===== config.mk =====
export PLATFORM = sky130hd
export DESIGN_NAME = cvm300_pixel_packer
export DESIGN_NICKNAME = d
export VERILOG_FILES = /design/src/rtl/cvm300_pixel_packer.sv
export SDC_FILE = /design/constraint.sdc
export NUM_CORES = 1
export LEC_CHECK = 0
export ABC_AREA = 0
export CORE_MARGIN = 8
export CORE_UTILIZATION = 40
export DETAILED_ROUTE_END_ITERATION = 16
export PLACE_DENSITY = 0.61
export SYNTH_ARGS = -nofsm -noshare
export SYNTH_HDL_FRONTEND = slang
export SYNTH_SLANG_ARGS = --single-unit

===== constraint.sdc =====
create_clock -name CVM300_CLK_OUT -period 3.8 [get_ports CVM300_CLK_OUT]
set_clock_uncertainty 0.2 [all_clocks]
set_input_delay 0.76 -clock CVM300_CLK_OUT [delete_from_list [all_inputs] [get_ports CVM300_CLK_OUT]]
set_output_delay 0.76 -clock CVM300_CLK_OUT [all_outputs]
set_load 0.02 [all_outputs]

===== src/rtl/cvm300_pixel_packer.sv =====
// cvm300_pixel_packer
// Packs the 8 MSBs of each qualified CVM300 pixel into 32-bit FIFO words
// (first pixel in [7:0]) and frames exactly one image per arm request.
//
// Ports
//   CVM300_CLK_OUT     pixel clock, all logic on its rising edge
//   wr_rst             async active-high reset, shared with FIFO write reset
//   arm                1 = capture one frame, 0 = abort / return to idle
//   CVM300_D           pixel data, only [9:2] used
//   CVM300_Data_valid  DVAL pixel qualifier
//   CVM300_Line_valid  LVAL line envelope
//   fifo_full          FIFO full flag
//   fifo_din           packed word (registered)
//   fifo_wr_en         one-cycle write strobe (registered)
//   busy               high in SYNC or CAPTURE
//   frame_done         high in DONE
//   overflow           sticky: word dropped on fifo_full
//   line_err           sticky: line ended with wrong pixel count
//   line_count         completed lines in this frame
//   word_count         words written in this frame (saturating)
//
// state   | meaning
// IDLE    | waiting for arm
// SYNC    | armed, waiting for LVAL low so capture starts on a line boundary
// CAPTURE | packing pixels, counting lines
// DONE    | frame complete, status held until arm drops

module cvm300_pixel_packer #(
   parameter int LINE_PIXELS = 648,
   parameter int FRAME_LINES = 488
) (
   input  logic        CVM300_CLK_OUT,
   input  logic        wr_rst,
   input  logic        arm,
   input  logic [9:0]  CVM300_D,
   input  logic        CVM300_Data_valid,
   input  logic        CVM300_Line_valid,
   input  logic        fifo_full,
   output logic [31:0] fifo_din,
   output logic        fifo_wr_en,
   output logic        busy,
   output logic        frame_done,
   output logic        overflow,
   output logic        line_err,
   output logic [9:0]  line_count,
   output logic [17:0] word_count
);

   typedef enum logic [1:0] {IDLE, SYNC, CAPTURE, DONE} state_t;

   localparam logic [11:0] LP = 12'(LINE_PIXELS);
   localparam logic [9:0]  FL = 10'(FRAME_LINES);

   state_t      state_q, state_d;
   logic [1:0]  slot_q, slot_d;
   logic [31:0] word_q, word_d;
   logic [11:0] pix_cnt_q, pix_cnt_d;
   logic [9:0]  line_cnt_q, line_cnt_d;
   logic [17:0] word_cnt_q, word_cnt_d;
   logic        ovf_q, ovf_d;
   logic        lerr_q, lerr_d;
   logic [31:0] din_q, din_d;
   logic        wr_en_q, wr_en_d;
   logic        lval_q;

   logic        wr_try;
   logic [31:0] wr_word;
   logic [7:0]  pix;
   logic        unused_lsbs;

   assign pix         = CVM300_D[9:2];
   assign unused_lsbs = ^CVM300_D[1:0];

   always_ff @(posedge CVM300_CLK_OUT or posedge wr_rst) begin
      if (wr_rst) begin
         state_q    <= IDLE;
         slot_q     <= 2'd0;
         word_q     <= '0;
         pix_cnt_q  <= '0;
         line_cnt_q <= '0;
         word_cnt_q <= '0;
         ovf_q      <= 1'b0;
         lerr_q     <= 1'b0;
         din_q      <= '0;
         wr_en_q    <= 1'b0;
         lval_q     <= 1'b0;
      end else begin
         state_q    <= state_d;
         slot_q     <= slot_d;
         word_q     <= word_d;
         pix_cnt_q  <= pix_cnt_d;
         line_cnt_q <= line_cnt_d;
         word_cnt_q <= word_cnt_d;
         ovf_q      <= ovf_d;
         lerr_q     <= lerr_d;
         din_q      <= din_d;
         wr_en_q    <= wr_en_d;
         lval_q     <= CVM300_Line_valid;
      end
   end

   always_comb begin
      state_d    = state_q;
      slot_d     = slot_q;
      word_d     = word_q;
      pix_cnt_d  = pix_cnt_q;
      line_cnt_d = line_cnt_q;
      word_cnt_d = word_cnt_q;
      ovf_d      = ovf_q;
      lerr_d     = lerr_q;
      din_d      = din_q;
      wr_en_d    = 1'b0;
      wr_try     = 1'b0;
      wr_word    = '0;

      case (state_q)
         IDLE: begin
            if (arm) begin
               slot_d     = 2'd0;
               word_d     = '0;
               pix_cnt_d  = '0;
               line_cnt_d = '0;
               word_cnt_d = '0;
               ovf_d      = 1'b0;
               lerr_d     = 1'b0;
               state_d    = SYNC;
            end
         end
         SYNC: begin
            if (!arm)                    state_d = IDLE;
            else if (!CVM300_Line_valid) state_d = CAPTURE;
         end
         CAPTURE: begin
            if (!arm) begin
               // abort: partial word discarded, counters/flags left for readout
               slot_d  = 2'd0;
               word_d  = '0;
               state_d = IDLE;
            end else if (lval_q && !CVM300_Line_valid) begin
               if (slot_q != 2'd0) begin
                  wr_try  = 1'b1;
                  wr_word = word_q;   // unused upper lanes are already zero
               end
               slot_d     = 2'd0;
               word_d     = '0;
               if (pix_cnt_q != LP) lerr_d = 1'b1;
               pix_cnt_d  = '0;
               line_cnt_d = line_cnt_q + 10'd1;
               if (line_cnt_d == FL) state_d = DONE;
            end else if (CVM300_Data_valid && CVM300_Line_valid) begin
               if (pix_cnt_q != 12'hfff) pix_cnt_d = pix_cnt_q + 12'd1;
               if (slot_q == 2'd3) begin
                  wr_try  = 1'b1;
                  wr_word = {pix, word_q[23:0]};
                  slot_d  = 2'd0;
                  word_d  = '0;
               end else begin
                  word_d[{slot_q, 3'b000} +: 8] = pix;
                  slot_d = slot_q + 2'd1;
               end
            end
         end
         DONE: begin
            if (!arm) state_d = IDLE;
         end
         default: state_d = IDLE;
      endcase

      if (wr_try) begin
         if (fifo_full) begin
            ovf_d = 1'b1;
         end else begin
            wr_en_d = 1'b1;
            din_d   = wr_word;
            if (word_cnt_q != '1) word_cnt_d = word_cnt_q + 18'd1;
         end
      end
   end

   assign fifo_din   = din_q;
   assign fifo_wr_en = wr_en_q;
   assign busy       = (state_q == SYNC) || (state_q == CAPTURE);
   assign frame_done = (state_q == DONE);
   assign overflow   = ovf_q;
   assign line_err   = lerr_q;
   assign line_count = line_cnt_q;
   assign word_count = word_cnt_q;

endmodule


==> results.tsv, run 1 <==
stage	metric	value	unit
final_layout	final core utilization	49.9	%
timing	Hold Vio Cnt, Final	0	
clocking	TritonCTS clock tree	yes	
worst_setup_path	largest stage delay on the critical path	0.68	ns
final_layout	layout cells sized above 1	4.88	%
power	Tot Pwr	3.02	mW
placed_design	Port Buf Inserts	78	
synthesis	prevailing post-synth register cell	dfrtp_1	
detailed_routing	WL/cell	16.0	µm
final_layout	most common cell after layout, fill and taps aside	nand2_1	
final_layout	Finished Layout Cells	791	
die	die area	17300	µm²
die	# IOs	81	
detailed_routing	drt first pass iters	4	
global_route	largest net degree at the start of global routing	113	
worst_setup_path	crit-path leading delay family	buffers and inverters	
detailed_routing	Vias	4237	
global_route	vias in the first global route	4175	
timing	final setup vio count	0	
global_route	GRT Residual Overflow	0	
die	Chip Height	131	µm
synthesis	cell accounting for the most synthesized area	dfrtp_1	
global_route	initial antenna violation count	0	
clocking	clock slew at reported path FFs	0.08	ns
worst_setup_path	WP buf/inv	2	
worst_setup_path	crit-path cells	inv_1, ha_1, and3b_1, a2111o_1, clkinv_1, and4_1, o22a_1	
clocking	Clock H-tree levels	3	
synthesis	synth top area cells	dfrtp_1, nand2_1, a22o_1	
detailed_routing	Vias per Instance	5.36	
worst_hold_path	Hold Crit Class	reg -> reg	
power	PD cells	461	nW/µm²
worst_setup_path	required time of the critical path	3.84	ns
worst_setup_path	CP startpoint kind	flop	
die	num rows	42	
clocking	Setup Buffers After CTS	0	
final_layout	NumNets Final	638	
power	Sw Share	32.1	%
final_layout	n_diodes	0	
synthesis	number of flops mapped to enable cells by yosys	0	
timing	Tcrit/Tclk final	84.6	%
power	combinational group share of total power	23.6	%
synthesis	net count after synthesis	569	
worst_setup_path	crit path kind	reg -> reg	
power	Int Pwr	2.05	mW
synthesis	cells after synthesis	541	
clocking	CTS Buffer Depth	2	
worst_setup_path	Crit Path Max Fanout	28	
timing	slew margin rel.	47.3	%
synthesis	Post-Syn Area per Cell	9.85	µm²
die	Die X	131	µm
placed_design	placed insts	775	
timing	Worst Max-Slew Pin Slew	0.788	ns
detailed_routing	initial DRC count	251	
clocking	# hold bufs at CTS	0	
die	Initial Util	40.6	%
worst_setup_path	crit path DAT	3.25	ns
final_layout	fillers	1221	
die	Core ar.	13100	µm²
final_layout	commonest non-fill, non-tap cells in the layout	nand2_1, dfrtp_1, clkdlybuf4s50_1	
clocking	root buffer cell	clkbuf_16	
synthesis	#FFs+latches synth	112	
clocking	CTS sink cnt	112	
timing	post-route setup TNS	0	ns
timing	unrepaired setup endpoints after global routing	no	
synthesis	post-synthesis sequential area ratio	52.6	%
detailed_routing	WL final	12.7	mm
worst_setup_path	Crit. End Element	flop	
worst_setup_path	slowest CP cell	clkinv_1	
clocking	Resize count post-CTS	0	
power	sw power	0.971	mW
timing	fmax	311	MHz
final_layout	synth-to-layout area growth	23.0	%
clocking	Worst-Skew Late Latency	0.35	ns
timing	fin. max-slew vios	0	
detailed_routing	number of remaining DRC errors	0	
flow_run	Max-cap violations	0	
power	share of power burned in registers	44.1	%
global_route	Total GRT Usage	15.0	%
power	Peak VDD IR	0.000187	V
detailed_routing	antenna viol nets, final	0	
power	LEAKAGE	2.92	nW
placed_design	gp weighted congestion	0.816	
timing	Period minus WS final	3.21	ns
synthesis	synthesized cell area	5330	µm²
synthesis	async set-reset flop share out of synthesis	100	%
synthesis	Netlist cell types	59	
placed_design	HPWL Detailed	8.86	mm
global_route	first-pass GRT wire length	21.5	mm
power	Clock power frac	32.2	%
clocking	number of CTS-inserted buffers	9	
status	status	completed	
synthesis	Ys Warns	0	
synthesis	share of Yosys cell area claimed by the top area cell type	52.6	%
kinds of logic (layout without fill, tap and decap cells):
group,count (synthesis),after routing,synth area share (%)
multiplexers,2,2,0.399
adder cells (fa/ha/maj),12,12,2.82
buffers and inverters,35,109,3.12
AO/OA/AOI/OAI,145,145,18.7
XOR/XNOR,8,8,1.31
flip-flops,112,112,52.6
AND/OR/NAND/NOR,227,227,21.1
synth_stat cells (5+ instances only):
master	count
o21ai_1	6
and2_1	7
nor3_1	5
a31oi_1	24
nor2_1	20
nand2b_1	6
ha_1	12
nand3_1	13
nand4_1	10
inv_1	9
buf_2	7
nand2_1	117
nor3b_1	8
and3_1	7
dfrtp_1	112
a21oi_1	21
xor2_1	8
clkbuf_1	13
nor2b_1	12
a22o_1	26
o21ai_0	35
power groups by stage:
stage	logic (mW)	registers [mW]	clock network [mW]
after floorplan	0.411	1.40	0
after global placement	0.718	1.35	0
after detailed placement	0.726	1.36	0
after CTS	0.728	1.33	1.01
after global routing	0.798	1.35	1.04
final	0.714	1.33	0.974
through the flow:
step | instance area, µm² | worst slack, ns | hold WS, ns
final | 6560 | 0.586 | 0.276
after global routing | 6560 | 0.288 | 0.307
after floorplan | 5340 | 1.39 | 0.239
after detailed placement | 6260 | 0.209 | 0.264
after CTS | 6560 | 0.546 | 0.282
after global placement | 6260 | 0.265 | 0.258
final timing paths:
check	start	end	slack (ns)	cells after the start
setup / recovery	slot_q[0]	word_count[17]	0.59	7
hold / removal	word_q[2]	fifo_din[2]	0.28	2
setup reg to reg	slot_q[0]	word_count[17]	0.59	7
hold reg to reg	word_q[2]	fifo_din[2]	0.28	2
max in group asynchronous	wr_rst	line_count[7]	2.24	3
min in group asynchronous	wr_rst	pix_cnt_q[7]	0.72	3
routing by layer:
| metal | global-route usage (%) | vias to the layer above | wire length, µm |
|---|---|---|---|
| met1 | 19.5 | 2072 | 6050 |
| met5 | 0 | - | 0 |
| li1 | - | 2087 | - |
| met2 | 24.1 | 67 | 5920 |
| met3 | 3.16 | 11 | 515 |
| met4 | 5.30 | 0 | 168 |
final cells by class:
| cell class | instances | area, µm² | area share, % |
|---|---|---|---|
| inverter | 10 | 41.3 | 0.630 |
| multi-input combinational | 394 | 2360 | 36.0 |
| clock buffer | 10 | 229 | 3.49 |
| timing repair buffer | 83 | 831 | 12.7 |
| clock inverter | 6 | 72.6 | 1.11 |
| tap | 176 | 220 | 3.36 |
| sequential | 112 | 2800 | 42.7 |
worst reg2reg max path, delay by kind of cell, from the launching register on:
family	cells	cell delay [ns]
AOI/OAI and AO/OA	2	0.48
adders and majority gates	1	0.43
buffers and inverters	2	0.80
DFF	1	0.45
and+or+nand+nor	2	0.74
flip-flops by register name, summed over array words and instances, names as in the netlist:
| signal | count |
|---|---|
| fifo_din | 32 |
| line_err | 1 |
| state_q | 2 |
| line_count | 10 |
| word_q | 32 |
| lval_q | 1 |
| pix_cnt_q | 12 |
| fifo_wr_en | 1 |
| word_count | 18 |
| slot_q | 2 |
| overflow | 1 |
Note: power is estimated with default switching activity, not from simulation.
==> inputs of run 2 (changes only) <==
clock period = 2.61 ns   (was 3.8 ns; I/O delays follow)
==> run 2 against run 1 <==
Clock-buffer cell count is the same; worst hold slack lost 0.00071 ns; first-iteration DRC count grew 25%; cell area grew 4.8%; setup slack lost 0.47 ns; sequential share of layout area shrank 1.9 points; non-clock buffer count grew 32; core utilization grew 2.4 points; die area is the same; sequential power grew 46%; routed wire length grew 4.4%; global-route usage grew 0.65 points; critical path type is now reg -> out; highest routed layer unchanged.
==> results.tsv, run 2 (synthesized netlist as in run 1, its figures left out) <==
stage	metric	value	unit	change
detailed_routing	Vias per Instance	5.38		+0.47%
detailed_routing	number of remaining DRC errors	0		unchanged
worst_hold_path	Hold Crit Class	reg -> reg		
worst_hold_path	hold path cells	2		unchanged
detailed_routing	initial DRC count	315		+25%
worst_setup_path	FF-to-FF setup slack	0.20	ns	-0.39 ns
timing	Tcrit/Tclk final	95.7	%	
worst_setup_path	Crit. End Element	output port		
final_layout	n_diodes	0		unchanged
worst_hold_path	Worst Hold Endpoint	fifo_din[23]		
detailed_routing	antenna viol nets, final	0		unchanged
timing	Hold Vio Cnt, Final	0		unchanged
worst_setup_path	Crit Path Max Fanout	4		-86%
final_layout	multi-input gate area in the final layout	2380	µm²	+0.58%
clocking	Resize count post-CTS	0		unchanged
global_route	Total GRT Usage	15.6	%	+0.65 points
die	Core ar.	13100	µm²	unchanged
clocking	Setup Buffers After CTS	0		unchanged
worst_setup_path	CP startpoint kind	flop		
clocking	CTS sink cnt	112		unchanged
final_layout	most common cell after layout, fill and taps aside	nand2_1		
timing	Period minus WS final	2.50	ns	
final_layout	commonest non-fill, non-tap cells in the layout	nand2_1, dfrtp_1, clkdlybuf4s50_1		
power	Peak VDD IR	0.000346	V	+85%
timing	fmax	400	MHz	
final_layout	layout cells sized above 1	10.2	%	+5.3 points
clocking	Worst-Skew Late Latency	0.36	ns	about the same
clocking	number of CTS-inserted buffers	9		unchanged
worst_setup_path	required time of the critical path	1.89	ns	-1.95 ns
timing	unrepaired setup endpoints after global routing	no		
global_route	largest net degree at the start of global routing	113		unchanged
clocking	Clock H-tree levels	3		unchanged
timing	slew margin rel.	57.7	%	+10 points
global_route	initial antenna violation count	0		unchanged
placed_design	HPWL Detailed	9.27	mm	+4.7%
detailed_routing	WL final	13.2	mm	+4.4%
status	status	completed		
placed_design	gp weighted congestion	0.854		+4.7%
die	Die X	131	µm	unchanged
placed_design	placed insts	807		+4.1%
timing	fin. max-slew vios	0		unchanged
die	die area	17300	µm²	unchanged
clocking	TritonCTS clock tree	yes		
timing	final setup vio count	0		unchanged
worst_hold_path	hold path start	fifo_din[23]		
die	Chip Height	131	µm	unchanged
die	num rows	42		unchanged
global_route	vias in the first global route	4331		+3.7%
clocking	clock slew at reported path FFs	0.07	ns	about the same
worst_setup_path	crit path kind	reg -> out		
worst_setup_path	Reg2Reg Depth	8		+1
placed_design	Port Buf Inserts	78		unchanged
detailed_routing	WL/cell	16.1	µm	+0.37%
final_layout	NumNets Final	670		+5.0%
final_layout	Finished Layout Cells	823		+4.0%
final_layout	synth-to-layout area growth	28.9	%	
flow_run	Max-cap violations	0		unchanged
clocking	# hold bufs at CTS	0		unchanged
final_layout	fillers	1225		+0.33%
final_layout	register area	2800	µm²	unchanged
worst_setup_path	crit path DAT	1.78	ns	-1.47 ns
detailed_routing	drt first pass iters	4		unchanged
timing	Worst Max-Slew Pin Slew	0.634	ns	-0.153 ns
worst_setup_path	reg2reg end	word_count[11]		
power	PD cells	675	nW/µm²	+47%
die	# IOs	81		unchanged
global_route	first-pass GRT wire length	22.2	mm	+3.2%
clocking	CTS Buffer Depth	2		unchanged
power	LEAKAGE	3.10	nW	+6.1%
worst_setup_path	Crit Reg-Reg Startpoint	state_q[0]		
power	Tot Pwr	4.64	mW	+54%
detailed_routing	Vias	4429		+4.5%
clocking	root buffer cell	clkbuf_16		
die	Initial Util	40.6	%	unchanged
global_route	GRT Residual Overflow	0		unchanged
==> run 2: changes by cell type in the layout (fill, tap and decap cells not counted), moves of 2 or more <==
cell     previous run  this run
o21ai_2             0         2
o21ai_1             6         4
buf_4               4        33
buf_12              1         3
==> run 2: area by class of cell <==
type | instances | area share [%]
clock buffer | 10 | 3.33
clock inverter | 6 | 1.42
inverter | 10 | 0.601
multi-input combinational | 394 | 34.6
sequential | 112 | 40.8
tap | 176 | 3.21
timing repair buffer | 115 | 16.1
==> run 2: layer usage <==
layer	up-vias	part of all wire, %	track usage, %
met5	-	0	0
met3	15	4.1	3.35
met1	2190	47	20.3
li1	2148	-	-
met2	76	47	24.7
met4	0	1.7	6.70
==> run 2: worst max-delay path, stage by stage (launching register included) <==
cell and delay, ns:
dfrtp_1 0.41, inv_1 0.10, ha_1 0.31, clkdlybuf4s50_1 0.60
==> run 2: worst max path at each step <==
stage	start	to	slack, ns	cells after the start
floorplan	slot_q[0]	word_count[7]	0.29	7
detailed placement	CVM300_Line_valid	word_count[17]	-0.37	7
global placement	CVM300_Line_valid	word_count[17]	-0.26	7
CTS	CVM300_Line_valid	word_count[17]	0.01	7
global route	CVM300_Line_valid	word_count[14]	0.01	8
finish	state_q[0]	busy	0.11	3
==> run 2: metrics by stage <==
step           hold WS [ns]  TNS (ns)  instance area [µm²]  utilization (%)  setup slack (ns)
2_1_floorplan         0.239         0                 5340                -             0.293
3_3_place_gp          0.258    -10.74                 6520             49.6            -0.261
3_5_place_dp          0.262    -15.51                 6520             49.6            -0.370
4_1_cts               0.280         0                 6850             52.1            0.0111
5_1_grt               0.287         0                 6870             52.3            0.0135
6_report              0.276         0                 6870             52.3             0.112
==> run 2: where the power goes <==
group	switching, mW	total [mW]	internal [mW]
clock	0.668	1.53	0.858
sequential	0.0895	1.94	1.85
combinational	0.707	1.18	0.470
